==> src/rtl/shared_reg_arbiter.sv <==
// Round-robin owner of one shared WIDTH-bit register; grant, load, release.
// Define SHARED_REG_TIMEOUT_EN to add the MAX_HOLD forced-release limit.
module shared_reg_arbiter #(
  parameter int NREQ     = 4,
  parameter int WIDTH    = 8,
  parameter int MAX_HOLD = 4,
  localparam int OW      = (NREQ > 2) ? $clog2(NREQ) : 1
) (
  input  logic                    clk,
  input  logic                    reset,
  input  logic [NREQ-1:0]         req,
  input  logic [NREQ*WIDTH-1:0]   wdata,
  output logic [NREQ-1:0]         grant,
  output logic [WIDTH-1:0]        q,
  output logic [OW-1:0]           owner,
  output logic                    busy,
  output logic                    timeout
);

  typedef enum logic [1:0] {
    IDLE,
    BUSY,
    COOL
  } state_t;

  state_t            state, state_n;
  logic [NREQ-1:0]   grant_n;
  logic [WIDTH-1:0]  q_n;
  logic [OW-1:0]     owner_n;
  logic [OW-1:0]     last_owner, last_n;
  logic [OW-1:0]     win;
  logic              busy_n;
  logic              found;
  logic [WIDTH-1:0]  lane [NREQ];

  for (genvar i = 0; i < NREQ; i++) begin : g_lane
    assign lane[i] = wdata[i*WIDTH +: WIDTH];
  end

`ifdef SHARED_REG_TIMEOUT_EN
  localparam int HW = (MAX_HOLD > 1) ? $clog2(MAX_HOLD + 1) : 1;
  logic [HW-1:0] hold_cnt, hold_n;
  logic          tout_n;
  logic          limit;
  assign limit = (hold_cnt == HW'(MAX_HOLD - 1));
`else
  assign timeout = 1'b0;
`endif

  // Search starts just past the last owner, wrapping modulo NREQ.
  always_comb begin : arb
    int idx;
    idx   = 0;
    win   = '0;
    found = 1'b0;
    for (int k = 1; k <= NREQ; k++) begin
      idx = int'(last_owner) + k;
      if (idx >= NREQ) idx = idx - NREQ;
      if (!found && req[idx]) begin
        found = 1'b1;
        win   = OW'(idx);
      end
    end
  end

  always_comb begin
    state_n = state;
    grant_n = grant;
    q_n     = q;
    owner_n = owner;
    busy_n  = busy;
    last_n  = last_owner;
`ifdef SHARED_REG_TIMEOUT_EN
    tout_n  = 1'b0;
    hold_n  = hold_cnt;
`endif
    unique case (state)
      IDLE: begin
        if (found) begin
          state_n      = BUSY;
          grant_n      = '0;
          grant_n[win] = 1'b1;
          owner_n      = win;
          busy_n       = 1'b1;
`ifdef SHARED_REG_TIMEOUT_EN
          hold_n       = '0;
`endif
        end
      end
      BUSY: begin
        if (req[owner]) begin
          q_n = lane[owner];
`ifdef SHARED_REG_TIMEOUT_EN
          hold_n = hold_cnt + 1'b1;
          // Final permitted load also releases the grant.
          if (limit) begin
            grant_n = '0;
            busy_n  = 1'b0;
            last_n  = owner;
            tout_n  = 1'b1;
            state_n = COOL;
          end
`endif
        end else begin
          grant_n = '0;
          busy_n  = 1'b0;
          last_n  = owner;
          state_n = COOL;
        end
      end
      COOL: state_n = IDLE;
      default: state_n = IDLE;
    endcase
  end

  always_ff @(posedge clk) begin
    if (reset) begin
      state      <= IDLE;
      grant      <= '0;
      q          <= '0;
      owner      <= '0;
      busy       <= 1'b0;
      last_owner <= OW'(NREQ - 1);
`ifdef SHARED_REG_TIMEOUT_EN
      hold_cnt   <= '0;
      timeout    <= 1'b0;
`endif
    end else begin
      state      <= state_n;
      grant      <= grant_n;
      q          <= q_n;
      owner      <= owner_n;
      busy       <= busy_n;
      last_owner <= last_n;
`ifdef SHARED_REG_TIMEOUT_EN
      hold_cnt   <= hold_n;
      timeout    <= tout_n;
`endif
    end
  end

endmodule

==> config.mk <==
export PLATFORM = sky130hd
export DESIGN_NAME = shared_reg_arbiter
export DESIGN_NICKNAME = d
export VERILOG_FILES = /design/src/rtl/shared_reg_arbiter.sv
export SDC_FILE = /design/constraint.sdc
export NUM_CORES = 1
export LEC_CHECK = 0
export ABC_AREA = 1
export ABC_CLOCK_PERIOD_IN_PS = 1900
export BUFFER_PORTS_ARGS = -buffer_cell sky130_fd_sc_hd__buf_2
export CAP_MARGIN = 25
export CORE_ASPECT_RATIO = 2
export CORE_MARGIN = 2
export CORE_UTILIZATION = 50
export CTS_BUF_LIST = sky130_fd_sc_hd__clkbuf_4 sky130_fd_sc_hd__clkbuf_8
export CTS_CLUSTER_SIZE = 12
export DETAILED_ROUTE_END_ITERATION = 16
export GPL_ROUTABILITY_DRIVEN = 0
export PLACE_DENSITY = 0.91
export SYNTH_ARGS = -nofsm -noshare
export SYNTH_HDL_FRONTEND = slang
export SYNTH_SLANG_ARGS = --single-unit
==> constraint.sdc <==
create_clock -name clk -period 1.9 [get_ports clk]
set_input_delay 0.38 -clock clk [delete_from_list [all_inputs] [get_ports clk]]
set_output_delay 0.38 -clock clk [all_outputs]
set_load 0.005 [all_outputs]
# --- After elaboration in Yosys (flattened, before gate mapping) ---
# Index checks and enable logic that the tools add are counted.
op_classes:
  add_sub_neg: 8
  magnitude_cmp: 12
  eq_ne: 3
  mux: 40
  n_bitwise: 2
  reduce_logical: 14
ops:
  columns: ["operator", "count"]
  rows:
  - ["32-bit by 4-bit less-than comparator with 1-bit output, second input constant", 4]
  - ["32-bit 2-to-1 mux", 4]
  - ["8-bit binary-select mux with 2-bit select", 1]
  - ["1-bit 2-to-1 mux", 16]
  - ["8-bit 2-to-1 mux", 2]
  - ["3-bit greater-or-equal comparator, second input constant", 4]
  - ["2-bit 2-to-1 mux", 6]
  - ["3-bit by 3-bit subtractor with 4-bit output, second input constant", 3]
  - ["1-bit binary-select mux with 2-bit select", 5]
  - ["4-bit 2-to-1 mux", 2]
  - ["4-bit one-hot mux with 2 select lines", 1]
  - ["2-bit AND reduction", 4]
  - ["2-bit by 2-bit adder with 3-bit output, second input constant", 2]
  - ["2-bit by 3-bit less-than comparator with 1-bit output, second input constant", 2]
  - ["4-bit by 3-bit subtractor with 5-bit output, second input constant", 1]
  - ["2-bit by 3-bit adder with 4-bit output, second input constant", 1]
  - ["4-bit by 3-bit greater-or-equal comparator with 1-bit output, second input constant", 1]
  - ["1-bit logical AND", 4]
  - ["2-bit inequality test, second input constant", 2]
  - ["2-bit one-hot mux with 2 select lines", 1]
  - ["2-bit by 1-bit adder with 3-bit output, second input constant", 1]
  - ["1-bit logical NOT", 3]
  - ["2-bit NOT with 3-bit output", 1]
  - ["3-bit AND reduction", 1]
  - ["7 further kinds", 7]
word_totals:
  reg_bits: 19
  in_bits: 38
  output_inout_bits: 16
  elab_cells: 85

# --- Depth between registers and ports, before layout ---
depth:
  word_depth: 22
  depth_mapped: 12

# --- Least setup slack after synthesis ---
# Ideal clock, no wire load.
synth_path:
  kind: "register to register"
  startpoint: "reg last_owner[1]"
  endpoint: "reg owner[0]"
  setup_time_ps: 118
  t_arrival_ps: 1271
  slack_ps: 512
  stages_incl_launch_ff: 13
  period_less_slack_ps: 1388
  path_cell_list: "dfxtp_1 -> buf_4 -> inv_4 -> nand2_1 -> nand2_2 -> nand2_4 -> nand2_4 -> nor2_8 -> nand3b_4 -> nand2_4 -> inv_2 -> o21ai_1 -> a21oi_1"
synth_via:
  elab_chain_cells: 17
synth_rtl:
  columns: ["element", "line_no", "source"]
  rows:
  - ["start: declaration", "30", "logic [OW-1:0] last_owner, last_n;"]
  - ["start signal: assignment", "123", "last_owner <= OW'(NREQ - 1);"]
  - ["start signal: assignment", "134", "last_owner <= last_n;"]
  - ["2-bit by 1-bit adder with 3-bit output", "57", "idx = int'(last_owner) + k;"]
  - ["3-bit by 3-bit subtractor with 4-bit output or 3-bit greater-or-equal comparator (tied branches)", "58", "if (idx >= NREQ) idx = idx - NREQ;"]
  - ["32-bit 2-to-1 mux", "58", null]
  - ["1-bit binary-select mux with 2-bit select", "59", "if (!found && req[idx]) begin"]
  - ["1-bit 2-to-1 mux (not written as such) (2 in a row)", "59", null]
  - ["1-bit 2-to-1 mux", "59", null]
  - ["1-bit logical NOT", "59", null]
  - ["1-bit logical AND", "59", null]
  - ["1-bit 2-to-1 mux", "59", null]
  - ["1-bit logical NOT", "59", null]
  - ["1-bit logical AND", "59", null]
  - ["1-bit 2-to-1 mux", "59", null]
  - ["1-bit logical NOT", "59", null]
  - ["1-bit logical AND", "59", null]
  - ["1-bit 2-to-1 mux", "59", null]
  - ["2-bit AND reduction (no line)", null, null]
  - ["end signal: assignment", "132", "owner <= owner_n;"]
  - ["end: declaration", "15", "output logic [OW-1:0] owner,"]
# Several ways; a longest one is shown, not always the timed one. The select of a mux whose other input is x is not followed.
# A chain may end at the register's enable or synchronous reset.

# --- Final worst setup path ---
# Ends and elaborated chain as after synthesis.

==> reports/results.tsv <==
metric	value	unit
worst hold slack	0.396	ns
Post-Synthesis Cells	205	
placed insts	278	
clk_skew	0.00260	ns
# IOs	54	
critical path fanouts, max	9	
worst min path class	in -> reg	
Pre-Repair DR Iteration Count	4	
GRT overflow	0	
die area	0.00308	mm2
Layout fillers	254	
layout cells sized above 1	0.315	
post-CTS sizing	0	
WL met3	96	um
Setup CP Type	reg -> reg	
CORE AREA	0.00254	mm2
I/O Buffers	52	
Final TNS setup	0	ns
Setup Viol. Count Final	0	
Final Util	0.638	
Synth Net Count	243	
Root Driver	clkbuf_8	
placed instance area	0.00157	mm2
required time worst endpoint	2.05	ns
Routed met2 length	1900	um
Yosys cell types	26	
Max clock buf depth	2	
Synth Area per Inst	6.41	um2
PwrDens	1540	mW/mm2
DRC Markers	0	
Yosys top cell by area	dfxtp_1	
Clock Latency Late Sink	0.25	ns
Setup WS post-layout	0.289	ns
YS warnings	0	
initial antenna violation count	0	
Worst Path Arrival	1.76	ns
DRT iter0 DRCs	30	
Max-Cap Viols	0	
FP Rows	26	
Final Cell Area	0.00162	mm2
Final nets	293	
Post-DP HPWL	2660	um
maximum vdd drop	0.829	mV
ANT nets after route	0	
top sig layer	met4	
share of the synthesized area in the top cell type	0.290	
Yosys reg bits	19	
PnR Total Power	2.50	mW
CTS tree	yes	
fin crit share	0.848	
most frequent cells in the layout	buf_2, nand2_1, o21ai_0	
gr usage total	0.254	
Max Slew Vio Count	0	
die height	76.5	um
largest net degree at the start of global routing	18	
H-tree levels	1	
post-synthesis sequential area ratio	0.290	
unrepaired setup endpoints after global routing	false	
crit start category	flop	
top area cells in the synthesized netlist	dfxtp_1, o21ai_0, nand2_1	
Reg clk slew, reported paths	0.07	ns
outcome	finished, final reports clean	
Die Wd	40.2	um
commonest non-fill, non-tap cell in the layout	buf_2	
drt total wl	3270	um
Max Clock Freq	0.621	GHz
final number of hold-violating endpoints	0	
crit end category	flop	
leak pwr	0.841	nW
buffer count from post-CTS setup fixing	0	
total CTS buffers	3	
first-pass GRT wire length	5820	um
worst slack, placed	0.303	ns
Initial Util	0.518	
mapped cell area	0.00131	mm2
clock sinks	19	
hold_buf cts	0	
Seq. cell area	380	um2
M1 WL	1210	um
routed vias/inst	5.30	
vias in the first global route	1532	
n_diodes	0	
Tmin final	1.61	ns
Area growth, synth to finish	23.2	%
Final Instance Count excl. Fillers	282	
footprint of the multi-input gates	771	um2
WL/cell	11.6	um
via count	1496	
==> registers in the layout (all words and copies together), names as in the netlist <==
register and cells:
last_owner 2, busy 1, grant 4, owner 2, state 2, q 8
==> synthesized netlist by cell type (all sizes together) <==
library cell	count
o211ai	2
clkinv	1
nand3	20
dfxtp	19
nor2	23
nand4	3
o22ai	8
nand2	46
a21boi	1
inv	24
nand3b	1
o21ai	27
conb	1
buf	8
a21oi	18
clkbuf	3
==> routing by layer <==
metal  vias to the layer above  track usage
met4                         0        0.113
met3                         6       0.0204
met5                         -            0
met1                       683        0.240
li1                        770            -
met2                        37        0.481
==> area by class of cell <==
type,instances,share of cell area
clock buffers,3,0.0255
clock inverters,1,0.00309
inverters,25,0.0595
multi-input cells,150,0.476
flip-flops and latches,19,0.235
well taps,28,0.0216
repair buffers,56,0.179
==> where the power goes <==
group          internal (mW)  total [mW]  switching, mW  leakage, nW
clock network          0.146       0.279          0.133       0.0255
logic                  0.583        1.57          0.990        0.660
registers              0.550       0.646         0.0960        0.156
==> logic make-up (layout without fill, tap and decap cells) <==
group	count (synthesis)	in the layout	synth area share
simple gates	93	93	0.357
compound gates	56	56	0.227
buf+inv	36	85	0.124
flops	19	19	0.290
other cells	1	1	0.00285
==> worst paths after layout <==
kind / startpoint / cells after the start / endpoint / slack (ns)
setup / recovery: last_owner[1]$_SDFFE_PP1P_ / 11 / owner[0]$_SDFFE_PP0P_ / 0.29
hold / removal: reset / 2 / grant[1]$_SDFFE_PP0P_ / 0.40
setup reg to reg: last_owner[1]$_SDFFE_PP1P_ / 11 / owner[0]$_SDFFE_PP0P_ / 0.29
hold reg to reg: q[4]$_SDFFE_PP0P_ / 2 / q[4]$_SDFFE_PP0P_ / 0.44
==> critical path, stage by stage, from the launching register on <==
cell,delay (ns)
dfxtp_1,0.52
inv_4,0.08
nand2_1,0.10
nand2_2,0.06
nand2_2,0.10
nand2_4,0.08
nor2_8,0.12
nand3b_4,0.09
nand2_4,0.11
inv_2,0.07
o21ai_1,0.12
a21oi_1,0.05
Power figures use the tool's default switching activity.
